## src/rtl/slice_loader.sv

```systemverilog
// slice_loader: assembles a serial bit stream into N-bit slices and hands
// each slice to a downstream encoder with a valid/ready handshake, SLICES
// slices per frame, then pulses done.
// Optional feature: define SLICE_PARITY_EN to add the slice_par output
// (registered XOR of slice_out, valid with slice_valid).
module slice_loader #(
  parameter int N      = 25,
  parameter int SLICES = 64,
  parameter int IW     = 8
) (
  input  logic          clk,
  input  logic          rst,
  input  logic          start,
  input  logic          din,
  input  logic          din_valid,
  output logic          din_ready,
  output logic [N-1:0]  slice_out,
  output logic [IW-1:0] slice_idx,
  output logic          slice_valid,
  input  logic          slice_ready,
  output logic          busy,
  output logic          done
`ifdef SLICE_PARITY_EN
  ,
  output logic          slice_par
`endif
);

  // state | meaning
  // IDLE  | waiting for start; slice_out/slice_idx hold their last values
  // SHIFT | accepting serial bits into the slice shift register
  // HOLD  | slice complete, slice_valid high until the encoder takes it
  // DONE  | last slice taken; done pulses for this one cycle
  localparam logic [1:0] S_IDLE  = 2'd0;
  localparam logic [1:0] S_SHIFT = 2'd1;
  localparam logic [1:0] S_HOLD  = 2'd2;
  localparam logic [1:0] S_DONE  = 2'd3;

  localparam int CW = (N > 2) ? $clog2(N) + 1 : 2;
  localparam logic [CW-1:0] CNT_LAST = CW'(N - 1);
  localparam logic [IW-1:0] IDX_LAST = IW'(SLICES - 1);

  logic [1:0]    state_q, state_d;
  logic [CW-1:0] cnt_q, cnt_d;
  logic [N-1:0]  sr_q, sr_d;
  logic [IW-1:0] idx_q, idx_d;

  // Next-state and datapath decode; din_ready is implied by being in SHIFT.
  always_comb begin
    state_d = state_q;
    cnt_d   = cnt_q;
    sr_d    = sr_q;
    idx_d   = idx_q;
    case (state_q)
      S_IDLE: begin
        if (start) begin
          state_d = S_SHIFT;
          cnt_d   = '0;
          idx_d   = '0;
          sr_d    = '0;
        end
      end
      S_SHIFT: begin
        if (din_valid) begin
          sr_d  = {sr_q[N-2:0], din};
          cnt_d = cnt_q + CW'(1);
          if (cnt_q == CNT_LAST) begin
            state_d = S_HOLD;
          end
        end
      end
      S_HOLD: begin
        if (slice_ready) begin
          if (idx_q == IDX_LAST) begin
            state_d = S_DONE;
          end else begin
            idx_d   = idx_q + IW'(1);
            cnt_d   = '0;
            state_d = S_SHIFT;
          end
        end
      end
      S_DONE: begin
        state_d = S_IDLE;
      end
      default: begin
        state_d = S_IDLE;
      end
    endcase
  end

  // State registers; synchronous reset wins over every input.
  always_ff @(posedge clk) begin
    if (rst) begin
      state_q <= S_IDLE;
      cnt_q   <= '0;
      sr_q    <= '0;
      idx_q   <= '0;
    end else begin
      state_q <= state_d;
      cnt_q   <= cnt_d;
      sr_q    <= sr_d;
      idx_q   <= idx_d;
    end
  end

  assign din_ready   = (state_q == S_SHIFT);
  assign slice_valid = (state_q == S_HOLD);
  assign busy        = (state_q != S_IDLE);
  assign done        = (state_q == S_DONE);
  assign slice_out   = sr_q;
  assign slice_idx   = idx_q;

`ifdef SLICE_PARITY_EN
  logic par_q;

  // Parity tracks the next shift-register value so it lines up with slice_out.
  always_ff @(posedge clk) begin
    if (rst) begin
      par_q <= 1'b0;
    end else begin
      par_q <= ^sr_d;
    end
  end

  assign slice_par = par_q;
`endif

endmodule

```

## config.mk

```make
export PLATFORM = sky130hd
export DESIGN_NAME = slice_loader
export DESIGN_NICKNAME = d
export VERILOG_FILES = /design/src/rtl/slice_loader.sv
export SDC_FILE = /design/constraint.sdc
export NUM_CORES = 1
export LEC_CHECK = 0
export BUFFER_PORTS_ARGS = -buffer_cell sky130_fd_sc_hd__buf_2
export CAP_MARGIN = 20
export CORE_AREA = 2 2 64 66
export CTS_BUF_LIST = sky130_fd_sc_hd__clkbuf_2 sky130_fd_sc_hd__clkbuf_4 sky130_fd_sc_hd__clkbuf_8
export DETAILED_ROUTE_END_ITERATION = 10
export DIE_AREA = 0 0 66 68
export HOLD_SLACK_MARGIN = 0.05
export PLACE_DENSITY = 0.69
export SYNTH_ARGS = -nofsm -noshare
export SYNTH_HDL_FRONTEND = slang
export SYNTH_SLANG_ARGS = --single-unit
```

## constraint.sdc

```tcl
create_clock -name clk -period 1.85 [get_ports clk]
set_clock_uncertainty 0.15 [all_clocks]
set_input_delay 0.2775 -clock clk [delete_from_list [all_inputs] [get_ports clk]]
set_output_delay 0.2775 -clock clk [all_outputs]
set_load 0.02 [all_outputs]
```

Yosys cells after proc, flatten, opt, wreduce, memory -nomap -nowiden
Index checks and enable logic that the tools add are counted.
{"block": "totals", "register_bits": 41, "inputBits": 6, "output_inout_bits": 37, "elab_cells": 43}
{"block": "classes", "n_addsub": 2, "eq_ne": 10, "n_mux": 18, "reduce_logical": 9}
{"operator": "two-way mux 25 bit", "n": 2}
{"operator": "one-hot mux 25 bit (2 select lines)", "n": 1}
{"operator": "two-way mux 6 bit", "n": 4}
{"operator": "two-way mux 8 bit", "n": 3}
{"operator": "one-hot mux 6 bit (3 select lines)", "n": 1}
{"operator": "one-hot mux 8 bit (2 select lines)", "n": 1}
{"operator": "two-way mux 2 bit", "n": 5}
{"operator": "adder 8 x 1 -> 8 bit (second input constant)", "n": 1}
{"operator": "== test 8 x 6 -> 1 bit (second input constant)", "n": 1}
{"operator": "one-hot mux 2 bit (4 select lines)", "n": 1}
{"operator": "AND reduction 4 bit", "n": 2}
{"operator": "adder 6 x 1 -> 6 bit (second input constant)", "n": 1}
{"operator": "== test 6 x 5 -> 1 bit (second input constant)", "n": 1}
{"operator": "!= test 2 bit (second input constant)", "n": 3}
{"operator": "nonzero test 2 bit", "n": 3}
{"operator": "AND reduction 5 bit", "n": 1}
{"operator": "== test 2 bit (second input constant)", "n": 2}
{"operator": "!= test 2 x 1 -> 1 bit (second input constant)", "n": 2}
{"operator": "AND reduction 3 bit", "n": 1}
{"operator": "nonzero test 3 bit", "n": 1}
{"operator": "== test 2 x 1 -> 1 bit (second input constant)", "n": 1}
{"operator": "logical NOT 2 bit", "n": 1}

Logic depth before layout (Yosys ltp)
Gate-level depths: netlist of run 1.
{"block": "depth", "ltp_word": 4, "mapped_depth": 6}

Worst setup path after synthesis of run 1
OpenSTA, ideal clock, no wires.
{"block": "synth_timing", "path_kind": "reg2reg", "start": "register idx_q[0], in the netlist slice_idx[0]", "end": "register cnt_q[4]", "arrival_time_ps": 1503, "t_required_ps": 1594, "path_slack_ps": 91, "stages_incl_launch_ff": 6, "period_less_slack_ps": 1759, "cell_sequence": "dfxtp_1 > ha_1 > nand3_1 > nor4_2 > o21ai_0 > o311ai_0"}
{"block": "synth_between", "elab_chain_len": 3}
{"item": "start: declaration", "line_no": "46", "rtl": "logic [IW-1:0] idx_q, idx_d;"}
{"item": "start signal: assignment", "line_no": "103", "rtl": "idx_q <= idx_d;"}
{"item": "== test 8 x 6 -> 1 bit", "line_no": "74", "rtl": "if (idx_q == IDX_LAST) begin"}
{"item": "!= test 2 bit (no source line)"}
{"item": "AND reduction 5 bit (no source line)"}
{"item": "end signal: assignment", "line_no": "101", "rtl": "cnt_q <= cnt_d;"}
{"item": "end: declaration", "line_no": "44", "rtl": "logic [CW-1:0] cnt_q, cnt_d;"}
No other way between the ends.
A chain may end at the register's enable or synchronous reset.

Worst setup path after layout of run 1
{"block": "layout_timing", "start": "register state_q[1]", "end": "output port din_ready"}
{"block": "layout_between", "elab_chain_len": 1}
{"item": "start: declaration", "line_no": "43", "rtl": "logic [1:0] state_q, state_d;"}
{"item": "start signal: assignment", "line_no": "100", "rtl": "state_q <= state_d;"}
{"item": "== test 2 x 1 -> 1 bit", "line_no": "107", "rtl": "assign din_ready = (state_q == S_SHIFT);"}
{"item": "end: declaration", "line_no": "16", "rtl": "output logic din_ready,"}
No other way between the ends.

==> summary.md, run 1 <==
| Metric | Value |
|---|---|
| Total number of vias | between 1500 and 2000 |
| Most frequent cell on the critical path | buf_4 |
| FP Rows | 23 |
| Setup TNS | 0 ns |
| Reg clk slew, reported paths | 0.07 ns |
| TritonCTS buffer count | 5 |
| Critical path data arrival time | 1.31 ns |
| Die height | 68 um |
| #FFs+latches synth | 41 |
| Most used DFF post-synth | dfxtp_1 |
| Status | finished, final reports clean |
| Routed Antenna Nets | 0 |
| Die area | around 0.0045 mm2 |
| First-pass GRT wire length | 6.920 mm |
| Startpoint Class | flop |
| Tot GR Track Use | 19.85% |
| Synthesis-to-layout area growth | 22.59% |
| Total Wirelength | 4.291 mm |
| Nets | 279 |
| Area share of fa/ha/maj cells after synthesis | about 2.1% |
| Ports | 43 |
| # setup viols final | 0 |
| Overall die width | 66 um |
| Total Power | between 0.0015 and 0.002 W |
| Hold-fix buffers at CTS | 0 |
| Total congestion overflow | 0 |
| Mapped Avg Cell Area | 8.060 um2 |
| Synth Area in Simple Gates | 27.30% |
| Number of diodes | 0 |
| Pre-antenna DRT Iters | 6 |
| Number of synthesized flops with an enable pin | 0 |
| Mapped cell area | approximately 0.0018 mm2 |
| CTS tree | built |
| Worst Tran Pin Value | 0.4690 ns |
| Largest net degree at the start of global routing | 26 |
| Share of cells above drive strength 1 | approximately a quarter |
| Synth Net Count | between 200 and 250 |
| Final period util | between 90 and 100% |
| PwrDens | 721.3 mW/mm2 |
| Fill cells | 397 |
| Initial core utilization | 46.82% |
| Cells after Synth | about 220 |
| Sequential-to-total area share from yosys stat | 45.46% |
| Fmax | between 0.5 and 0.6 GHz |
| Total of max-cap violations | 0 |
| Leakage | 0.8554 nW |
| Post-Synth XOR/XNOR Area | 0% |
| Synth Area in Compound Gates | a little under a fifth |
| Vias in the first global route | 1531 |
| Placed Area | 0.002093 mm2 |
| Initial DRC Count | 80 |
| Clock Sinks | 41 |
| CP Max Fanout | 14 |
| Final hold slack | 0.08240 ns |
| WP data required | 1.42 ns |
| Clock Latency Late Sink | ~0.29 ns |
| Period minus WS final | about 1.7 ns |
| DRC viols | 0 |
| Routability cong. | 0.7967 |
| CP cell instances | buf_4, nor2b_2, buf_4, buf_2 |
| Core Footprint | 0.003856 mm2 |
| Post-synthesis mux area share | ~1.1% |
| Cell at the slowest stage of the critical path | dfxtp_2 |
| Worst min path class | input pin to flop |
| CP max stage delay | ~0.36 ns |
| Final-report hold violation count | 0 |
| Initial antenna violation count | 0 |
| Max VDD drop | 0.0004490 V |
| CTS H-Tree Depth | 2 |
| Vias/cell | 5.583 |
| Post-synth ARST share | 0% |
| # port buffers | 42 |
| Max Root-Sink Buffers | 2 |
| Synth warnings | 0 |
| Max Transition Viols Final | 0 |
| Endpoint class of the critical path | output port |
| Setup CP Type | flop to output port |
| Final Cell Area | 0.002213 mm2 |
| Final HPWL DP | 2.859 mm |
| Synth cell types | 38 |
| Clock Root Buffer | clkbuf_8 |
| Slew headroom | 68.74% |
| Avg WL per Cell | between 10 and 15 um |
| Unrepaired setup endpoints after global routing | false |
| Final core utilization | 57.40% |
| Multi-input logic area | a little over 900 um2 |
| Largest family of logic cells by synthesized area | simple AND/OR/NAND/NOR gates |
| Seq. cell area | just over 800 um2 |
per-layer routing:
| metal | global-route usage, % | share of wire, % | routed length, um | up-vias |
|---|---|---|---|---|
| li1 | - | - | - | 894 |
| met1 | 26.12 | 47 | 1996 | 841 |
| met2 | 32.58 | 47 | 2026 | 53 |
| met3 | 4.112 | 5.2 | 225 | 4 |
| met4 | 6.888 | 0.98 | 42 | 0 |
| met5 | 0 | 0 | 0 | - |
worst max-delay path: cells and delay by family (launching register included):
kind | cells | cell delay (ns)
AND/OR/NAND/NOR | 1 | 0.11
buffers and inverters | 3 | 0.54
flip-flops | 1 | 0.36
logic make-up after synthesis:
| kind of cell | after synthesis |
|---|---|
| flip-flops | 41 |
| buffers and inverters | 23 |
| AND/OR/NAND/NOR | 99 |
| multiplexers | 2 |
| AO/OA/AOI/OAI | 56 |
| adder cells (fa/ha/maj) | 3 |
cells in the final DEF, fill, tap and decap left out, drive strengths merged, types with 3 or more instances in the layout:
| master | netlist | final |
|---|---|---|
| a21oi | 31 | 31 |
| a31oi | 3 | 3 |
| buf | 6 | 54 |
| clkbuf | 10 | 5 |
| dfxtp | 41 | 41 |
| ha | 3 | 3 |
| inv | 6 | 7 |
| nand2 | 36 | 36 |
| nand2b | 5 | 5 |
| nand3 | 32 | 32 |
| nor2 | 3 | 3 |
| nor3 | 3 | 3 |
| o21ai | 5 | 5 |
| o311ai | 4 | 4 |
| o31ai | 3 | 3 |
| or2 | 4 | 4 |
| or3 | 3 | 3 |
registers in the layout, indices dropped and copies added (netlist names):
name and flops:
state_q 2, cnt_q 6, slice_out 25, slice_idx 8
path summary, 6_finish.rpt:
path                       from            end  slack, ns  depth (start not counted)
hold reg to reg   slice_out[24]  slice_out[24]       0.30                          2
hold / removal              din   slice_out[0]       0.08                          3
setup reg to reg   slice_idx[0]   slice_idx[0]       0.14                          6
setup / recovery     state_q[1]      din_ready       0.11                          4
synthesized netlist by cell type (3+ instances only):
cell type,instances,share of area [%]
inv_1,6,1.2
nand2_1,36,7.5
o21ai_0,5,1.4
buf_2,5,1.4
ha_1,3,2.1
nand3_1,32,8.9
a31oi_1,3,1.0
dfxtp_1,41,45
o31ai_1,3,1.2
or2_2,3,1.0
a21oi_1,31,8.6
nor2_1,3,0.62
nor3_1,3,0.83
clkbuf_1,10,2.1
o311ai_0,4,1.9
nand2b_1,5,1.7
or3_1,3,1.0
layout make-up:
class / instances / area share (%)
inverters: 7 / 1.187
well taps: 50 / 2.826
multi-input cells: 160 / 40.87
clock inverters: 3 / 0.7914
repair buffers: 55 / 14.08
clock buffers: 5 / 3.109
flip-flops and latches: 41 / 37.14
repair_timing:
action / in CTS / in global routing
endpoints found under the setup margin: 0 / 7
buffers inserted: 0 / 1
resized for setup: 0 / 6
stage by stage:
stage | setup WS [ns] | std cells
after detailed placement | 0.1044 | 311
final | 0.1144 | 321
after floorplan | 0.09120 | 224
after global placement | 0.1909 | 311
after global routing | 0.02571 | 321
after CTS | 0.01269 | 319
power by group:
part           internal, W  switching [W]  leakage, nW  total, W
sequential        0.000886     0.00000502        0.331  0.000891
combinational    0.0000383      0.0000955        0.480  0.000134
clock             0.000260       0.000312       0.0439  0.000572
Note: power is estimated with default switching activity, not from simulation.
==> inputs of run 2 (changes only) <==
RECOVER_POWER = 100   (was not set)
SLEW_MARGIN = 25   (was not set)
==> run 2 against run 1 <==
Against the previous run:
- register-to-register slack hardly changed
- via count is 0.50% lower
- final cell count stayed put
- count of clock-buffer cells in the layout stayed put
- critical path type unchanged
- critical path depth stayed put
- sequential share of layout area is 0.75 points higher
- first-iteration DRC count is 6.3% higher
- flip-flop and latch count stayed put
- sequential power hardly changed
==> summary.md, run 2 (synthesis results as in run 1) <==
| Metric | Value |
|---|---|
| Routed Antenna Nets | 0 |
| Crit path max-delay family | buffers and inverters |
| Worst min path class | input pin to flop |
| WP data required | 1.42 ns |
| Overall die width | around 66 um |
| First-pass GRT wire length | 6.920 mm |
| CTS tree | built |
| Setup TNS | 0 ns |
| Vias/cell | 5.555 |
| Nets | 279 |
| Fill cells | ~410 |
| Total Power | 0.001597 W |
| Cell at the slowest stage of the critical path | dfxtp_2 |
| Fin cells | ~320 |
| # setup viols final | 0 |
| Total number of vias | 1783 |
| Largest net degree at the start of global routing | 26 |
| PwrDens | 736.2 mW/mm2 |
| Placed insts | ~310 |
| Startpoint Class | flop |
| Routability cong. | 0.7967 |
| Worst Tran Pin Value | 0.4704 ns |
| Max Transition Viols Final | 0 |
| Most common cell after layout, fill and taps aside | dfxtp_1 |
| Max FFs per register | 25 |
| TritonCTS buffer count | 5 |
| Status | finished, final reports clean |
| Share of cells above drive strength 1 | 12.92% |
| Hold-fix buffers at CTS | 0 |
| Core Footprint | 0.003856 mm2 |
| Initial core utilization | 46.82% |
| Fmax | approximately 0.57 GHz |
| Clock Sinks | 41 |
| Most frequent cells in the layout | dfxtp_1, nand2_1, clkbuf_1, nand3_1, a21oi_1 |
| Avg WL per Cell | about 13 um |
| Max VDD drop | between 0.0004 and 0.0005 V |
| Setup CP Type | flop to output port |
| Initial antenna violation count | 0 |
| Most frequent cell on the critical path | buf_4 |
| Pre-antenna DRT Iters | 4 |
| CP Max Fanout | 14 |
| Total Wirelength | 4.288 mm |
| Leakage | between 0.7 and 0.8 nW |
| # port buffers | 42 |
| Total congestion overflow | 0 |
| Clock Root Buffer | clkbuf_8 |
| Vias in the first global route | roughly 1500 |
| Synthesis-to-layout area growth | 20.17% |
| Final core utilization | 56.26% |
| Slew headroom | 68.64% |
| Final HPWL DP | 2.859 mm |
| Final-report hold violation count | 0 |
| Unrepaired setup endpoints after global routing | false |
| Number of diodes | 0 |
| Period minus WS final | 1.739 ns |
| Initial DRC Count | 85 |
| Buf/Inv on CP | 3 |
| Tot GR Track Use | approximately a fifth |
| Ports | 43 |
| Max Root-Sink Buffers | 2 |
| Final period util | a little over nine tenths |
| FP Rows | 23 |
| Die height | 68 um |
| Dpl ws | 0.1044 ns |
| CP max stage delay | 0.36 ns |
| Reg clk slew, reported paths | ~0.080 ns |
| Endpoint class of the critical path | output port |
| Total of max-cap violations | 0 |
| CP cell instances | buf_4, nor2b_2, buf_4, clkbuf_2 |
| DRC viols | 0 |
| Final setup margin | roughly 0.11 ns |
| CTS H-Tree Depth | 2 |
| Critical path data arrival time | 1.31 ns |
| Clock Latency Late Sink | just under 0.3 ns |
| Die area | approximately 0.0045 mm2 |
==> run 2: cell count changes in the layout (fill, tap and decap cells not counted) <==
cell / change
inv_2: -1
clkbuf_1: +35
clkbuf_2: +1
inv_1: +1
buf_2: -36
==> run 2: final cells by class <==
class,count,area (um2),share of cell area (%)
clock inverters,3,17.52,0.8074
flip-flops and latches,41,822.0,37.89
well taps,50,62.56,2.884
inverters,7,26.28,1.211
clock buffers,5,68.82,3.172
multi-input cells,160,904.6,41.70
repair buffers,55,267.8,12.34
==> run 2: stage by stage <==
stage | hold slack [ns] | area, um2
3_5_place_dp | 0.2915 | 2093
3_3_place_gp | 0.2893 | 2093
6_report | 0.08117 | 2170
5_1_grt | 0.08700 | 2170
4_1_cts | 0.07943 | 2180
2_1_floorplan | 0.2794 | 1805
==> run 2: final timing paths <==
kind	end	start	slack (ns)	depth (start not counted)
worst max-delay path	din_ready	state_q[1]	0.11	4
worst min-delay path	slice_out[0]	din	0.08	3
worst max register to register	slice_idx[0]	slice_idx[0]	0.13	6
worst min register to register	slice_out[24]	slice_out[24]	0.30	2
==> run 2: report_power, final <==
group / internal [W] / switching (W)
sequential: 0.000886 / 0.00000503
combinational: 0.0000375 / 0.0000958
clock: 0.000260 / 0.000313
total: 0.00118 / 0.000414
==> run 2: metal layers <==
metal  global-route usage (%)  part of all wire, %
met3                    4.112                  4.2
met5                        0                    0
met2                    32.58                   47
met1                    26.12                   47
met4                    6.888                  1.2
==> run 2: repair_timing <==
action	4_1_cts	5_1_grt
resized for setup	0	6
setup buffers	0	1
endpoints found under the hold margin	0	0
endpoints found under the setup margin	0	7
==> run 2: worst register-to-register path: stages (launching register included) <==
cell	delay, ns
dfxtp_1	0.36
ha_1	0.24
nand3_2	0.11
nor4_4	0.05
clkdlybuf4s15_2	0.26
or3_1	0.35
a21oi_1	0.13
==> inputs of run 3 (changes only) <==
--- a/config.mk
+++ b/config.mk
@@ -9,5 +9,5 @@
 export CAP_MARGIN = 20
 export CORE_AREA = 2 2 64 66
-export CTS_BUF_LIST = sky130_fd_sc_hd__clkbuf_2 sky130_fd_sc_hd__clkbuf_4 sky130_fd_sc_hd__clkbuf_8
+export CTS_BUF_LIST = sky130_fd_sc_hd__clkbuf_4
 export DETAILED_ROUTE_END_ITERATION = 10
 export DIE_AREA = 0 0 66 68
--- a/constraint.sdc
+++ b/constraint.sdc
@@ -3,3 +3,3 @@
 set_input_delay 0.2775 -clock clk [delete_from_list [all_inputs] [get_ports clk]]
 set_output_delay 0.2775 -clock clk [all_outputs]
-set_load 0.02 [all_outputs]
+set_load 0.1 [all_outputs]
==> run 3 against run 2 <==
Against the previous run:
- combinational power is 44% higher
- register-to-register slack worse by 0.04 ns
- setup slack got worse by 0.058 ns
- hold slack improved by 0.010 ns
- count of clock-buffer cells in the layout is 1 higher
- utilization grew 5.0 points
- final cell count increased by 0.93%
- global-route usage decreased by 0.30 points
- sequential share of layout area is 2.0 points lower
- fmax shrank 3.2%
- cell area grew 8.9%
- routed wire length about the same
==> summary.md, run 3 (synthesis results as in run 1) <==
| Metric | Value |
|---|---|
| # port buffers | 42 |
| Tot GR Track Use | 19.54% |
| Reg2Reg Depth | 6 |
| Status | finished, final reports clean |
| Total Wirelength | 4.292 mm |
| Clock Latency Late Sink | between 0.3 and 0.4 ns |
| Share of cells above drive strength 1 | 31.02% |
| Fmax | 0.5563 GHz |
| TritonCTS buffer count | 5 |
| Die height | 68 um |
| Largest net degree at the start of global routing | 26 |
| # setup viols final | 0 |
| Number of diodes | 0 |
| WP data required | about 1.4 ns |
| Clock Root Buffer | clkbuf_4 |
| Hold_sp | din_valid |
| Seq. cell area | 848.3 um2 |
| Worst Tran Pin Value | 0.5508 ns |
| Initial core utilization | a little under half |
| Max FFs per register | 25 |
| CP max stage delay | 0.39 ns |
| Total number of vias | 1776 |
| Overall die width | 66 um |
| Buf/Inv on CP | 3 |
| Core Footprint | 0.003856 mm2 |
| Unrepaired setup endpoints after global routing | true |
| Startpoint Class | flop |
| Clock Sinks | 41 |
| Period minus WS final | 1.798 ns |
| CTS H-Tree Depth | 2 |
| Max Root-Sink Buffers | 2 |
| PwrDens | 710.0 mW/mm2 |
| Worst R2R Setup Slack | 0.09 ns |
| CTS tree | built |
| Final Cell Area | 0.002364 mm2 |
| Most frequent cells in the layout | nand2_1, clkbuf_2, nand3_1, a21oi_1, dfxtp_1 |
| Ports | 43 |
| Multi-input logic area | approximately 940 um2 |
| Total congestion overflow | 0 |
| Synthesis-to-layout area growth | 30.91% |
| Total Power | 0.001678 W |
| Critical path data arrival time | about 1.4 ns |
| Most common cell after layout, fill and taps aside | nand2_1 |
| Max VDD drop | 0.0004239 V |
| DRC viols | 0 |
| Leakage | about 0.86 nW |
| Endpoint class of the critical path | output port |
| FP Rows | 23 |
| Max Transition Viols Final | 0 |
| Nets | ~280 |
| Placed Area | roughly 0.0022 mm2 |
| Routed Antenna Nets | 0 |
| Final period util | 97.17% |
| Cell at the slowest stage of the critical path | dfxtp_4 |
| Final HPWL DP | 2.821 mm |
| Dpl ws | approximately 0.060 ns |
| Routability cong. | 0.9117 |
| First-pass GRT wire length | 6.844 mm |
| Hold depth | 3 |
| Setup CP Type | flop to output port |
| Initial antenna violation count | 0 |
| Crit path max-delay family | buffers and inverters |
| Avg WL per Cell | 13.25 um |
| Die area | 0.004488 mm2 |
| Pre-antenna DRT Iters | 4 |
| Final-report hold violation count | 0 |
| Vias/cell | between 5 and 6 |
| Total of max-cap violations | 0 |
| Slew headroom | 63.44% |
| CP Max Fanout | 8 |
| Reg clk slew, reported paths | 0.12 ns |
| Final setup margin | about 0.052 ns |
| Worst-case hold path end point | cnt_q[1] |
| Reg2reg end | slice_idx[1] |
| Worst min path class | input pin to flop |
| Fill cells | between 300 and 400 |
| Initial DRC Count | 136 |
| Reg-to-Reg Start | slice_idx[0] |
| Vias in the first global route | 1523 |
| CP cell instances | buf_4, nor2b_4, buf_6, buf_12 |
[run 3: cell count changes in the layout (fill, tap and decap cells not counted), sizes merged]
cell,delta
clkdlybuf4s15,-1
bufinv,+1
dlygate4sd3,+1
clkinv,-1
buf,+2
clkinvlp,-1
clkbuf,+2
[run 3: stage by stage]
stage	hold WS (ns)	setup TNS [ns]	util, %	std cells
after global routing	0.09526	-0.005659	61.29	324
after detailed placement	0.2946	0	56.52	312
final	0.09143	0	61.29	324
after CTS	0.08345	0	59.34	321
after global placement	0.2923	0	56.52	312
after floorplan	0.2794	0	-	224
[run 3: routing by layer]
metal  global-route usage [%]  vias to the layer above  wire length, um
met5                        0                        -                0
met4                    8.418                        0               65
met3                    4.605                        8              284
met2                    30.18                       51             1929
met1                    26.25                      814             2013
li1                         -                      903                -
[run 3: timing repair]
item	in CTS	in global routing
buffers inserted	0	2
pin swaps	0	1
hold endpoints to repair	1	0
gates resized for setup	5	14
cloned	0	1
endpoints found under the setup margin	4	11
hold buffers	1	0
[run 3: how the worst max path moves through the flow]
stage,from,end,slack [ns],cells past startpoint
after floorplan,slice_idx[5],slice_idx[5],0.01,5
after global placement,slice_idx[0],slice_idx[2],0.15,6
after detailed placement,slice_idx[0],cnt_q[5],0.06,5
after CTS,state_q[0],din_ready,0.02,3
after global routing,state_q[1],din_ready,-0.006,4
final,state_q[1],din_ready,0.05,4
[run 3: cell type report]
type                    instances  area share, %
flip-flops and latches         41          35.89
clock inverters                 2          1.641
inverters                       7          1.218
clock buffers                   6          1.906
well taps                      50          2.647
multi-input cells             160          39.81
repair buffers                 58          16.89
[run 3: report_power, final]
group | total (W) | switching [W] | internal [W]
Sequential | 0.000884 | 0.00000530 | 0.000878
Clock | 0.000602 | 0.000300 | 0.000303
Combinational | 0.000192 | 0.000128 | 0.0000642
[run 3: worst min-delay path: stages]
cell	delay (ns)
buf_2	0.14
nand3_1	0.08
a21oi_1	0.05
